[src/rtl/spi_slave_axi_cmd_ctrl.sv]
// Command/framing controller for the SPI-slave AXI plug: decodes a command and an address word
// per chip-select frame, drives the plug's address/start/wrap controls and forwards write payload.
module spi_slave_axi_cmd_ctrl #(
    parameter int unsigned AXI_ADDR_WIDTH = 32,
    parameter logic [7:0]  OPC_WRITE      = 8'h02,
    parameter logic [7:0]  OPC_READ       = 8'h0B,
    parameter logic [7:0]  OPC_WRAP       = 8'h11
) (
    input  logic                      axi_aclk,
    input  logic                      axi_aresetn,
    input  logic                      cs,
    input  logic [31:0]               in_data,
    input  logic                      in_valid,
    output logic                      in_ready,
    output logic [AXI_ADDR_WIDTH-1:0] rxtx_addr,
    output logic                      rxtx_addr_valid,
    output logic                      start_tx,
    output logic [31:0]               rx_data,
    output logic                      rx_valid,
    input  logic                      rx_ready,
    output logic [15:0]               wrap_length,
    output logic                      busy,
    output logic [7:0]                err_count
);

    typedef enum logic [2:0] {
        StIdle,
        StAddrW,
        StAddrR,
        StWdata,
        StRdStart,
        StRdActive,
        StDiscard
    } state_e;

    state_e                    state_q;
    logic                      accept;
    logic [7:0]                opcode;
    logic [AXI_ADDR_WIDTH-1:0] addr_word;

    assign opcode = in_data[31:24];
    assign accept = in_valid & in_ready;

    if (AXI_ADDR_WIDTH >= 32) begin : g_addr_ext
        assign addr_word = AXI_ADDR_WIDTH'(in_data);
    end else begin : g_addr_trunc
        assign addr_word = in_data[AXI_ADDR_WIDTH-1:0];
    end

    // Payload is a zero-latency pass-through so back-pressure reaches the SPI side immediately.
    always_comb begin
        in_ready = 1'b0;
        rx_valid = 1'b0;
        rx_data  = in_data;
        busy     = (state_q != StIdle);
        if (!cs) begin
            case (state_q)
                StIdle, StAddrW, StAddrR, StRdActive, StDiscard: in_ready = 1'b1;
                StWdata: begin
                    in_ready = rx_ready;
                    rx_valid = in_valid;
                end
                default: in_ready = 1'b0;
            endcase
        end
    end

    always_ff @(posedge axi_aclk) begin
        if (!axi_aresetn) begin
            state_q         <= StIdle;
            rxtx_addr       <= '0;
            rxtx_addr_valid <= 1'b0;
            start_tx        <= 1'b0;
            wrap_length     <= 16'h0000;
            err_count       <= 8'h00;
        end else begin
            rxtx_addr_valid <= 1'b0;
            start_tx        <= 1'b0;
            if (cs) begin
                state_q <= StIdle;
            end else begin
                case (state_q)
                    StIdle: begin
                        if (accept) begin
                            if (opcode == OPC_WRITE) begin
                                state_q <= StAddrW;
                            end else if (opcode == OPC_READ) begin
                                state_q <= StAddrR;
                            end else if (opcode == OPC_WRAP) begin
                                wrap_length <= in_data[15:0];
                                state_q     <= StDiscard;
                            end else begin
                                if (err_count != 8'hFF) begin
                                    err_count <= err_count + 8'd1;
                                end
                                state_q <= StDiscard;
                            end
                        end
                    end
                    StAddrW: begin
                        if (accept) begin
                            rxtx_addr       <= addr_word;
                            rxtx_addr_valid <= 1'b1;
                            state_q         <= StWdata;
                        end
                    end
                    StAddrR: begin
                        if (accept) begin
                            rxtx_addr       <= addr_word;
                            rxtx_addr_valid <= 1'b1;
                            state_q         <= StRdStart;
                        end
                    end
                    // Address load precedes the prefetch start by exactly one cycle.
                    StRdStart: begin
                        start_tx <= 1'b1;
                        state_q  <= StRdActive;
                    end
                    default: state_q <= state_q;
                endcase
            end
        end
    end

endmodule

[config.mk]
export PLATFORM = sky130hd
export DESIGN_NAME = spi_slave_axi_cmd_ctrl
export DESIGN_NICKNAME = d
export VERILOG_FILES = /design/src/rtl/spi_slave_axi_cmd_ctrl.sv
export SDC_FILE = /design/constraint.sdc
export NUM_CORES = 1
export LEC_CHECK = 0
export BUFFER_PORTS_ARGS = -buffer_cell sky130_fd_sc_hd__buf_2
export CAP_MARGIN = 25
export CORE_MARGIN = 2
export CORE_UTILIZATION = 50
export CTS_CLUSTER_SIZE = 14
export DETAILED_ROUTE_END_ITERATION = 8
export PLACE_DENSITY = 0.94
export SKIP_LAST_GASP = 1
export SLEW_MARGIN = 40
export SYNTH_ARGS = -nofsm -noshare
export SYNTH_HDL_FRONTEND = slang
export SYNTH_SLANG_ARGS = --single-unit
[constraint.sdc]
create_clock -name axi_aclk -period 6.1 [get_ports axi_aclk]
set_clock_uncertainty 0.15 [all_clocks]
set_input_delay 0.61 -clock axi_aclk [delete_from_list [all_inputs] [get_ports axi_aclk]]
set_output_delay 0.61 -clock axi_aclk [all_outputs]
set_load 0.05 [all_outputs]
==> impl_summary.txt, run 1 <==
----------------------------------------------------
[Pwr]
  Share of total power in combinational logic ... 14.3%
  Net switching power ... 0.262 mW
  Power density of the placed cells ... 263 nW/um^2
  Leakage ... 1.48 nW
  Worst VDD drop ... 0.168 mV
  Fraction of power spent switching nets ... 29.7%
  Proportion of power drawn by the clock network ... 39.5%
  PnR Total Power ... 0.883 mW
  Internal portion of total power ... 0.621 mW
  Sequential share of power ... 46.2%

[Die]
  Horizontal die dimension ... 77.7 um
  I/O pin count ... 130
  Die Outline Area ... 6040 um^2
  Die H ... 77.7 um
  Area of the core ... 5170 um^2
  Starting utilization of the core area ... 52.5%
  Standard-cell row count ... 26

[Yosys]
  Number of synthesized register bits ... 61
  Fraction of registers with async set/reset ... 0%
  Post-synth EDFFs ... 0
  Synthesized net count ... 355
  Yosys warnings ... 0
  Syn_area_per_cell ... 8.57 um^2
  Number of standard cells after synthesis ... 317
  Count of unique library cells instantiated by Yosys ... 46
  Part of the Yosys area used for sequential elements ... 44.9%
  Cell area after technology mapping ... 2720 um^2
  Primary FF master, synth ... sky130_fd_sc_hd__dfxtp_1

[Drt]
  Via count ... 2,538
  Iter 0 DRT Violations ... 112
  Wirelength per Cell ... 13.6 um
  DRC errors left ... 0
  Antenna Nets Post-Route ... 0
  Post-DR vias/cell ... 5.21
  Final routed wirelength across all metal layers ... 6640 um
  Number of iterations in the first detailed-routing pass ... 4

[Placement]
  Detail Placement HPWL ... 4700 um
  Worst setup slack after placement ... 3620 ps
  Gp weighted congestion ... 0.976
  Number of buffers inserted by port buffering ... 129

[Worst setup path]
  Worst Reg2Reg Path Length in Cells ... 5
  Type of the worst setup path ... reg -> out
  CP delay by family, top ... flip-flops
  Maximum single-stage delay on the critical path ... 560 ps
  R2R Path End ... err_count[7]
  Data required time at the worst endpoint ... 5340 ps
  Startpoint types ... flop
  Critical R2R Launch ... err_count[0]
  Critical path cell sequence ... nor2_1 -> a211oi_1 -> buf_2
  Bufs and invs on worst path ... 1
  Endpoint arrival time on the critical path ... 1520 ps
  Slack of the worst reg-to-reg path ... 3880 ps
  Cell at the slowest stage of the critical path ... sky130_fd_sc_hd__dfxtp_1
  Top fanout value on the critical path ... 10
  Capturing element type of the critical path ... output port

[Timing]
  Setup repair after global routing missed its margin ... no
  Setup_tns ... 0 ps
  Setup violations, final ... 0
  Count of final max-slew check failures ... 0
  Achievable Freq ... 0.438 GHz
  Final period util ... 37.4%
  Hold Vio Cnt, Final ... 0
  Worst setup margin ... 3820 ps
  Remaining max-slew budget at the tightest pin ... 46.4%
  Slew of the pin with the lowest slew margin ... 797 ps
  Final critical-path required period ... 2280 ps
  Fin Hold WS ... 305 ps

[CTS]
  Clock transition at the registers of the reported paths ... 70 ps
  H-tree level count ... 3
  Number of setup buffers added after CTS ... 0
  Number of clock buffers inserted by TritonCTS ... 9
  TritonCTS clock tree ... built
  Clock Latency Late Sink ... 330 ps
  Clock root buffer ... sky130_fd_sc_hd__clkbuf_8
  Cts repair resizes ... 0
  Max Buffers Root-to-Sink ... 2
  Number of hold-repair buffers added at the cts stage ... 0
  Number of sinks driven by the clock tree ... 61

[Global route]
  Number of global-route vias before repair ... 2,373
  Global-route wire length before repair ... 10,800 um
  Maximum number of pins on one net before global-route repair ... 34
  Overflow left after global routing ... 0
  Initial antenna violation count ... 0
  Overall routing resource usage ... 22.2%

[Final layout]
  Post-layout utilization of the core ... 64.9%
  Number of nets in the layout ... 450
  Area added between synthesis and finish ... 23.6%
  Antenna diodes ... 0
  Fraction of layout cells with a size suffix above 1 ... 37.2%
  Layout filler cell count ... 420

[Job]
  Max-cap check violation count ... 0

[Run status]
  Result of the run ... completed

[Min path]
  Min-Delay Endpoint ... rxtx_addr[12]
  Type of the worst min-delay path ... reg -> reg
  Start point of the worst min-delay path ... rxtx_addr[12]
  Cell count of the worst hold path ... 2

----------------------------------------------------
## how the worst max path moves through the flow
stage | startpoint | end | slack, ps | cells after the start
2_1_floorplan | rx_ready | in_ready | 3480 | 2
3_3_place_gp | cs | rxtx_addr[21] | 3690 | 5
3_5_place_dp | in_valid | err_count[7] | 3620 | 5
4_1_cts | state_q[1] | in_ready | 3800 | 3
5_1_grt | err_count[0] | err_count[7] | 3650 | 5
6_report | state_q[1] | in_ready | 3820 | 3
## per-layer routing
| layer | up-vias | wire (um) | GRT usage, % |
|---|---|---|---|
| li1 | 1239 | - | - |
| met2 | 130 | 3240 | 38.9 |
| met3 | 19 | 584 | 5.58 |
| met1 | 1150 | 2640 | 24.7 |
| met4 | 0 | 176 | 11.3 |
| met5 | - | 0 | 0 |
## layout make-up
cell class                 count  area, um^2  share of cell area, %
clock buffer                  10         128                   3.80
clock inverter                 6        63.8                   1.90
inverter                       4        15.0                  0.447
multi-input combinational    204        1170                   35.0
sequential                    61        1220                   36.4
tap                           70        87.6                   2.61
timing repair buffer         132         668                   19.9
## synthesized netlist by cell type, types with 2 or more instances
| cell type | number | share of area [%] |
|---|---|---|
| sky130_fd_sc_hd__inv_1 | 3 | 0.41 |
| sky130_fd_sc_hd__a211oi_1 | 2 | 0.55 |
| sky130_fd_sc_hd__nand2b_1 | 5 | 1.2 |
| sky130_fd_sc_hd__nor3b_1 | 2 | 0.55 |
| sky130_fd_sc_hd__nand3_1 | 6 | 1.1 |
| sky130_fd_sc_hd__a21oi_1 | 40 | 7.4 |
| sky130_fd_sc_hd__buf_4 | 32 | 8.8 |
| sky130_fd_sc_hd__clkbuf_1 | 14 | 1.9 |
| sky130_fd_sc_hd__a2111o_1 | 3 | 1.2 |
| sky130_fd_sc_hd__xnor2_1 | 2 | 0.64 |
| sky130_fd_sc_hd__dfxtp_1 | 61 | 45 |
| sky130_fd_sc_hd__nor4_1 | 2 | 0.46 |
| sky130_fd_sc_hd__mux2i_1 | 20 | 7.4 |
| sky130_fd_sc_hd__o41ai_1 | 3 | 0.97 |
| sky130_fd_sc_hd__nand2_1 | 71 | 9.8 |
| sky130_fd_sc_hd__nor2_1 | 21 | 2.9 |
## per-stage QoR
stage	cells	cell area (um^2)
final	487	3360
after CTS	487	3360
after global routing	487	3360
after global placement	471	3170
after floorplan	317	2720
after detailed placement	471	3170
## cells in the final DEF (no fill, tap or decap), types with 2 or more instances in the layout
cell type                    synthesis  routed
sky130_fd_sc_hd__buf_4              32       3
sky130_fd_sc_hd__nor3b_1             2       2
sky130_fd_sc_hd__nand2b_1            5       5
sky130_fd_sc_hd__o41ai_1             3       3
sky130_fd_sc_hd__buf_2               1     129
sky130_fd_sc_hd__nand2_1            71      71
sky130_fd_sc_hd__inv_1               3       3
sky130_fd_sc_hd__xnor2_1             2       2
sky130_fd_sc_hd__a2111o_1            3       3
sky130_fd_sc_hd__a211oi_1            2       2
sky130_fd_sc_hd__clkinv_2            0       2
sky130_fd_sc_hd__mux2i_1            20      20
sky130_fd_sc_hd__clkbuf_8            0       9
sky130_fd_sc_hd__nor4_1              2       2
sky130_fd_sc_hd__a21oi_1            40      40
sky130_fd_sc_hd__clkinvlp_4          0       2
sky130_fd_sc_hd__nand3_1             6       6
sky130_fd_sc_hd__nor2_1             21      21
sky130_fd_sc_hd__dfxtp_1            61      61
## sequential cells by signal, indices dropped and copies added (netlist names)
| name | flops |
|---|---|
| rxtx_addr_valid | 1 |
| err_count | 8 |
| rxtx_addr | 32 |
| start_tx | 1 |
| wrap_length | 16 |
| state_q | 3 |
## tightest hold or removal path: cells and delay by family, from the launching register on
| kind | cells | cell delay, ps |
|---|---|---|
| AO/OA/AOI/OAI | 1 | 50 |
| flip-flops | 1 | 310 |
| AND/OR/NAND/NOR | 1 | 50 |
## power by group through the flow
stage | Clock (mW) | Sequential (mW) | Combinational, mW
floorplan | 0 | 0.431 | 0.0872
detailed placement | 0 | 0.417 | 0.126
CTS | 0.355 | 0.408 | 0.127
finish | 0.349 | 0.408 | 0.126
global placement | 0 | 0.417 | 0.124
global route | 0.370 | 0.408 | 0.133
## cell families (layout without fill, tap and decap cells)
family                   after synthesis  count (layout)  synth area share [%]
AND/OR/NAND/NOR                      125             125                  22.1
flip-flops                            61              61                  44.9
XOR/XNOR                               2               2                 0.645
multiplexers                          20              20                  7.37
adder cells (fa/ha/maj)                1               1                 0.460
AO/OA/AOI/OAI                         56              56                  12.5
buffers and inverters                 52             152                  12.1
(Power assumes the default switching activity.)
==> inputs of run 2 (changes only) <==
--- a/config.mk
+++ b/config.mk
@@ -5,13 +5,14 @@
 export SDC_FILE = /design/constraint.sdc
 export NUM_CORES = 1
 export LEC_CHECK = 0
+export ABC_AREA = 1
 export BUFFER_PORTS_ARGS = -buffer_cell sky130_fd_sc_hd__buf_2
 export CAP_MARGIN = 25
 export CORE_MARGIN = 2
-export CORE_UTILIZATION = 50
+export CORE_UTILIZATION = 42
 export CTS_CLUSTER_SIZE = 14
 export DETAILED_ROUTE_END_ITERATION = 8
-export PLACE_DENSITY = 0.94
+export PLACE_DENSITY = 0.85
 export SKIP_LAST_GASP = 1
 export SLEW_MARGIN = 40
 export SYNTH_ARGS = -nofsm -noshare
==> constraint.sdc (replaced) <==
create_clock -name axi_aclk -period 2.05 [get_ports axi_aclk]
set_clock_uncertainty 0.15 [all_clocks]
set_input_delay 0.205 -clock axi_aclk [delete_from_list [all_inputs] [get_ports axi_aclk]]
set_output_delay 0.205 -clock axi_aclk [all_outputs]
set_load 0.05 [all_outputs]
==> run 2 against run 1 <==
Routed wire length is 12% higher. Cell count rose by 22%. Synthesized cell count is 22% higher. Sequential power grew to 3.0 times the previous value. Combinational power grew to 3.8 times the previous value. First-iteration DRC count up 13%. Critical path depth up 5. Worst hold slack got worse by 280 ps. Critical path type is now reg -> reg. Largest cell class unchanged.
==> impl_summary.txt, run 2 <==
----------------------------------------------------
[Run status]
  Result of the run ... completed (unchanged)

[Final layout]
  Most frequent cells in the layout ... 129 x sky130_fd_sc_hd__buf_2, 68 x sky130_fd_sc_hd__nor2_1, 67 x sky130_fd_sc_hd__nand2_1 (was 129 x sky130_fd_sc_hd__buf_2, 71 x sky130_fd_sc_hd__nand2_1, 61 x sky130_fd_sc_hd__dfxtp_1)
  Register with the highest flop count ... rxtx_addr (unchanged)
  Post-route design area ... 3760 um^2 (was 3360 um^2)
  Antenna diodes ... 0 (unchanged)
  Most common cell after layout, fill and taps aside ... sky130_fd_sc_hd__buf_2 (unchanged)
  Biggest registers after layout ... rxtx_addr: 32 flops, wrap_length: 16 flops, err_count: 8 flops (unchanged)
  Fraction of layout cells with a size suffix above 1 ... 32.4% (was 37.2%)
  Number of nets in the layout ... 545 (was 450)
  Max FFs per register ... 32 (unchanged)
  Area added between synthesis and finish ... 31.8% (was 23.6%)

[Die]
  I/O pin count ... 130 (unchanged)
  Area of the core ... 6680 um^2 (was 5170 um^2)
  Die Outline Area ... 7460 um^2 (was 6040 um^2)
  Starting utilization of the core area ... 42.7% (was 52.5%)
  Horizontal die dimension ... 86.4 um (was 77.7 um)
  Die H ... 86.4 um (was 77.7 um)
  Standard-cell row count ... 30 (was 26)

[CTS]
  Clock Latency Late Sink ... 330 ps (about the same)
  Clock root buffer ... sky130_fd_sc_hd__clkbuf_8 (unchanged)
  Number of sinks driven by the clock tree ... 61 (unchanged)
  Number of clock buffers inserted by TritonCTS ... 9 (unchanged)
  Max Buffers Root-to-Sink ... 2 (unchanged)
  TritonCTS clock tree ... built (unchanged)
  Clock transition at the registers of the reported paths ... 70 ps (about the same)
  Number of setup buffers added after CTS ... 0 (unchanged)
  H-tree level count ... 3 (unchanged)

[Worst setup path]
  Most used cell along the critical path ... sky130_fd_sc_hd__nand2_1
  Type of the worst setup path ... reg -> reg (was reg -> out)
  Top fanout value on the critical path ... 9 (was 10)
  Startpoint types ... flop (unchanged)
  Cell at the slowest stage of the critical path ... sky130_fd_sc_hd__dfxtp_1 (unchanged)
  CP delay by family, top ... simple AND/OR/NAND/NOR gates (was flip-flops)
  Capturing element type of the critical path ... flop (was output port)
  Critical path cell sequence ... ha_1 -> nand2_1 -> nor2_1 -> nand3_1 -> nand3_4 -> nand2_1 -> nand2_1 -> nor2_1 (was nor2_1 -> a211oi_1 -> buf_2)
  Data required time at the worst endpoint ... 2120 ps (was 5340 ps)
  Endpoint arrival time on the critical path ... 1910 ps (was 1520 ps)
  Maximum single-stage delay on the critical path ... 410 ps (was 560 ps)
  Bufs and invs on worst path ... 0 (was 1)

[Timing]
  Setup_tns ... 0 ps (unchanged)
  Achievable Freq ... 0.543 GHz
  Final critical-path required period ... 1840 ps
  Setup repair after global routing missed its margin ... no (unchanged)
  Slew of the pin with the lowest slew margin ... 365 ps (was 797 ps)
  Count of final max-slew check failures ... 0 (unchanged)
  Setup violations, final ... 0 (unchanged)
  Final period util ... 89.8%
  Remaining max-slew budget at the tightest pin ... 75.6% (was 46.4%)
  Hold Vio Cnt, Final ... 0 (unchanged)

[Yosys]
  Part of the Yosys area used for sequential elements ... 42.8% (was 44.9%)
  Largest area contributor in the synthesized netlist ... sky130_fd_sc_hd__dfxtp_1 (unchanged)
  Top-count cell post-synth ... sky130_fd_sc_hd__nor2_1 (was sky130_fd_sc_hd__nand2_1)
  Post-synth EDFFs ... 0 (unchanged)
  Post-synth top cells ... 68 x sky130_fd_sc_hd__nor2_1, 67 x sky130_fd_sc_hd__nand2_1, 61 x sky130_fd_sc_hd__dfxtp_1 (was 71 x sky130_fd_sc_hd__nand2_1, 61 x sky130_fd_sc_hd__dfxtp_1, 40 x sky130_fd_sc_hd__a21oi_1)
  Primary FF master, synth ... sky130_fd_sc_hd__dfxtp_1 (unchanged)
  Number of synthesized register bits ... 61 (unchanged)
  Yosys warnings ... 0 (unchanged)
  Count of unique library cells instantiated by Yosys ... 28 (was 46)
  Fraction of registers with async set/reset ... 0% (unchanged)
  Syn_area_per_cell ... 7.37 um^2 (was 8.57 um^2)
  Synthesized net count ... 425 (was 355)
  Cell area after technology mapping ... 2850 um^2 (was 2720 um^2)
  Area share of the leading cell type in the synthesized netlist ... 42.8% (was 44.9%)
  Largest cells by area after synthesis ... sky130_fd_sc_hd__dfxtp_1 43%, sky130_fd_sc_hd__buf_4 9.5%, sky130_fd_sc_hd__nor2_1 9.0% (was sky130_fd_sc_hd__dfxtp_1 45%, sky130_fd_sc_hd__nand2_1 9.8%, sky130_fd_sc_hd__buf_4 8.8%)
  Number of standard cells after synthesis ... 387 (was 317)

[Drt]
  Number of iterations in the first detailed-routing pass ... 5 (was 4)
  DRC errors left ... 0 (unchanged)
  Antenna Nets Post-Route ... 0 (unchanged)
  Final routed wirelength across all metal layers ... 7450 um (was 6640 um)
  Wirelength per Cell ... 12.6 um (was 13.6 um)
  Via count ... 2,915 (was 2,538)
  Post-DR vias/cell ... 4.92 (was 5.21)
  Iter 0 DRT Violations ... 126 (was 112)

[Global route]
  Initial antenna violation count ... 0 (unchanged)
  Overall routing resource usage ... 20.0% (was 22.2%)
  Number of global-route vias before repair ... 2,710 (was 2,373)
  Global-route wire length before repair ... 11,900 um (was 10,800 um)
  Maximum number of pins on one net before global-route repair ... 42 (was 34)
  Overflow left after global routing ... 0 (unchanged)

[Placement]
  Number of buffers inserted by port buffering ... 129 (unchanged)
  Detail Placement HPWL ... 5260 um (was 4700 um)
  Gp weighted congestion ... 0.952 (was 0.976)
  Post-DP Area ... 3310 um^2 (was 3170 um^2)

[Min path]
  Type of the worst min-delay path ... in -> reg (was reg -> reg)

[Pwr]
  Power density of the placed cells ... 770 nW/um^2 (was 263 nW/um^2)
  Worst VDD drop ... 0.541 mV (was 0.168 mV)
  Leakage ... 1.81 nW (was 1.48 nW)

[Job]
  Max-cap check violation count ... 0 (unchanged)

----------------------------------------------------
-- run 2: cell count changes in the layout (fill, tap and decap cells not counted), moves of 4 or more --
cell                            delta
sky130_fd_sc_hd__nor2_1           +47
sky130_fd_sc_hd__nand3_1          +25
sky130_fd_sc_hd__dlygate4sd3_1    +22
sky130_fd_sc_hd__mux2i_1          -20
sky130_fd_sc_hd__inv_1            +17
sky130_fd_sc_hd__o21ai_0          +17
sky130_fd_sc_hd__nand4_1           +6
sky130_fd_sc_hd__nand2b_1          -5
sky130_fd_sc_hd__nand2_1           -4
sky130_fd_sc_hd__nand2_2           +4
sky130_fd_sc_hd__o21ai_1           +4
-- run 2: per-layer routing --
layer | routed length [um] | vias to the layer above | track usage (%)
met4 | 104 | 0 | 8.24
met3 | 550 | 13 | 4.95
met1 | 3100 | 1314 | 23.1
met2 | 3700 | 124 | 35.2
li1 | - | 1464 | -
met5 | 0 | - | 0
-- run 2: kinds of logic after synthesis --
| logic type | Yosys count | share of synthesized area, % |
|---|---|---|
| xor+xnor | 3 | 0.922 |
| compound gates | 64 | 11.4 |
| buf+inv | 72 | 15.4 |
| simple gates | 186 | 29.0 |
| flops | 61 | 42.8 |
| fa+ha+maj | 1 | 0.439 |
-- run 2: final cells by class --
cell class	instances	area, um^2
clock inverter	5	82.6
timing repair buffer	157	911
fill	632	2920
tap	80	100
inverter	24	97.6
sequential	61	1220
multi-input combinational	254	1200
clock buffer	11	141
-- run 2: worst reg2reg max path: stages, from the launching register on --
cell,delay [ps]
sky130_fd_sc_hd__dfxtp_1,410
sky130_fd_sc_hd__ha_1,220
sky130_fd_sc_hd__nand2_1,90
sky130_fd_sc_hd__nor2_1,150
sky130_fd_sc_hd__nand3_1,290
sky130_fd_sc_hd__nand3_4,250
sky130_fd_sc_hd__nand2_1,70
sky130_fd_sc_hd__nand2_1,60
sky130_fd_sc_hd__nor2_1,40
-- run 2: path summary, 6_finish.rpt --
path	start	endpoint	slack [ps]	depth (start not counted)
worst min register to register	rxtx_addr[4]	rxtx_addr[4]	310	2
worst max register to register	err_count[1]	err_count[0]	210	8
worst max-delay path	err_count[1]	err_count[0]	210	8
worst min-delay path	in_data[22]	rxtx_addr[22]	20	3
-- run 2: report_power, final --
group          internal, mW  switching (mW)
registers              1.20          0.0129
logic                 0.136           0.348
clock network         0.722           0.475
-- run 2: per-stage QoR --
step                      worst slack [ps]  hold slack (ps)  utilization (%)  power (mW)  std cells
after floorplan                       43.5              191                -        1.60        387
after global placement                 269              297             49.5        1.68        554
after detailed placement               163              300             49.5        1.69        554
after CTS                              148             2.58             56.1        2.93        592
after global routing                  26.5             46.3             56.3        3.01        592
final                                  210             23.9             56.3        2.90        592
-- run 2: what timing repair did --
| item | in CTS | in global routing |
|---|---|---|
| hold buffers | 22 | 0 |
| gates resized for setup | 0 | 1 |
| endpoints found under the hold margin | 29 | 0 |
| setup endpoints to repair | 0 | 5 |
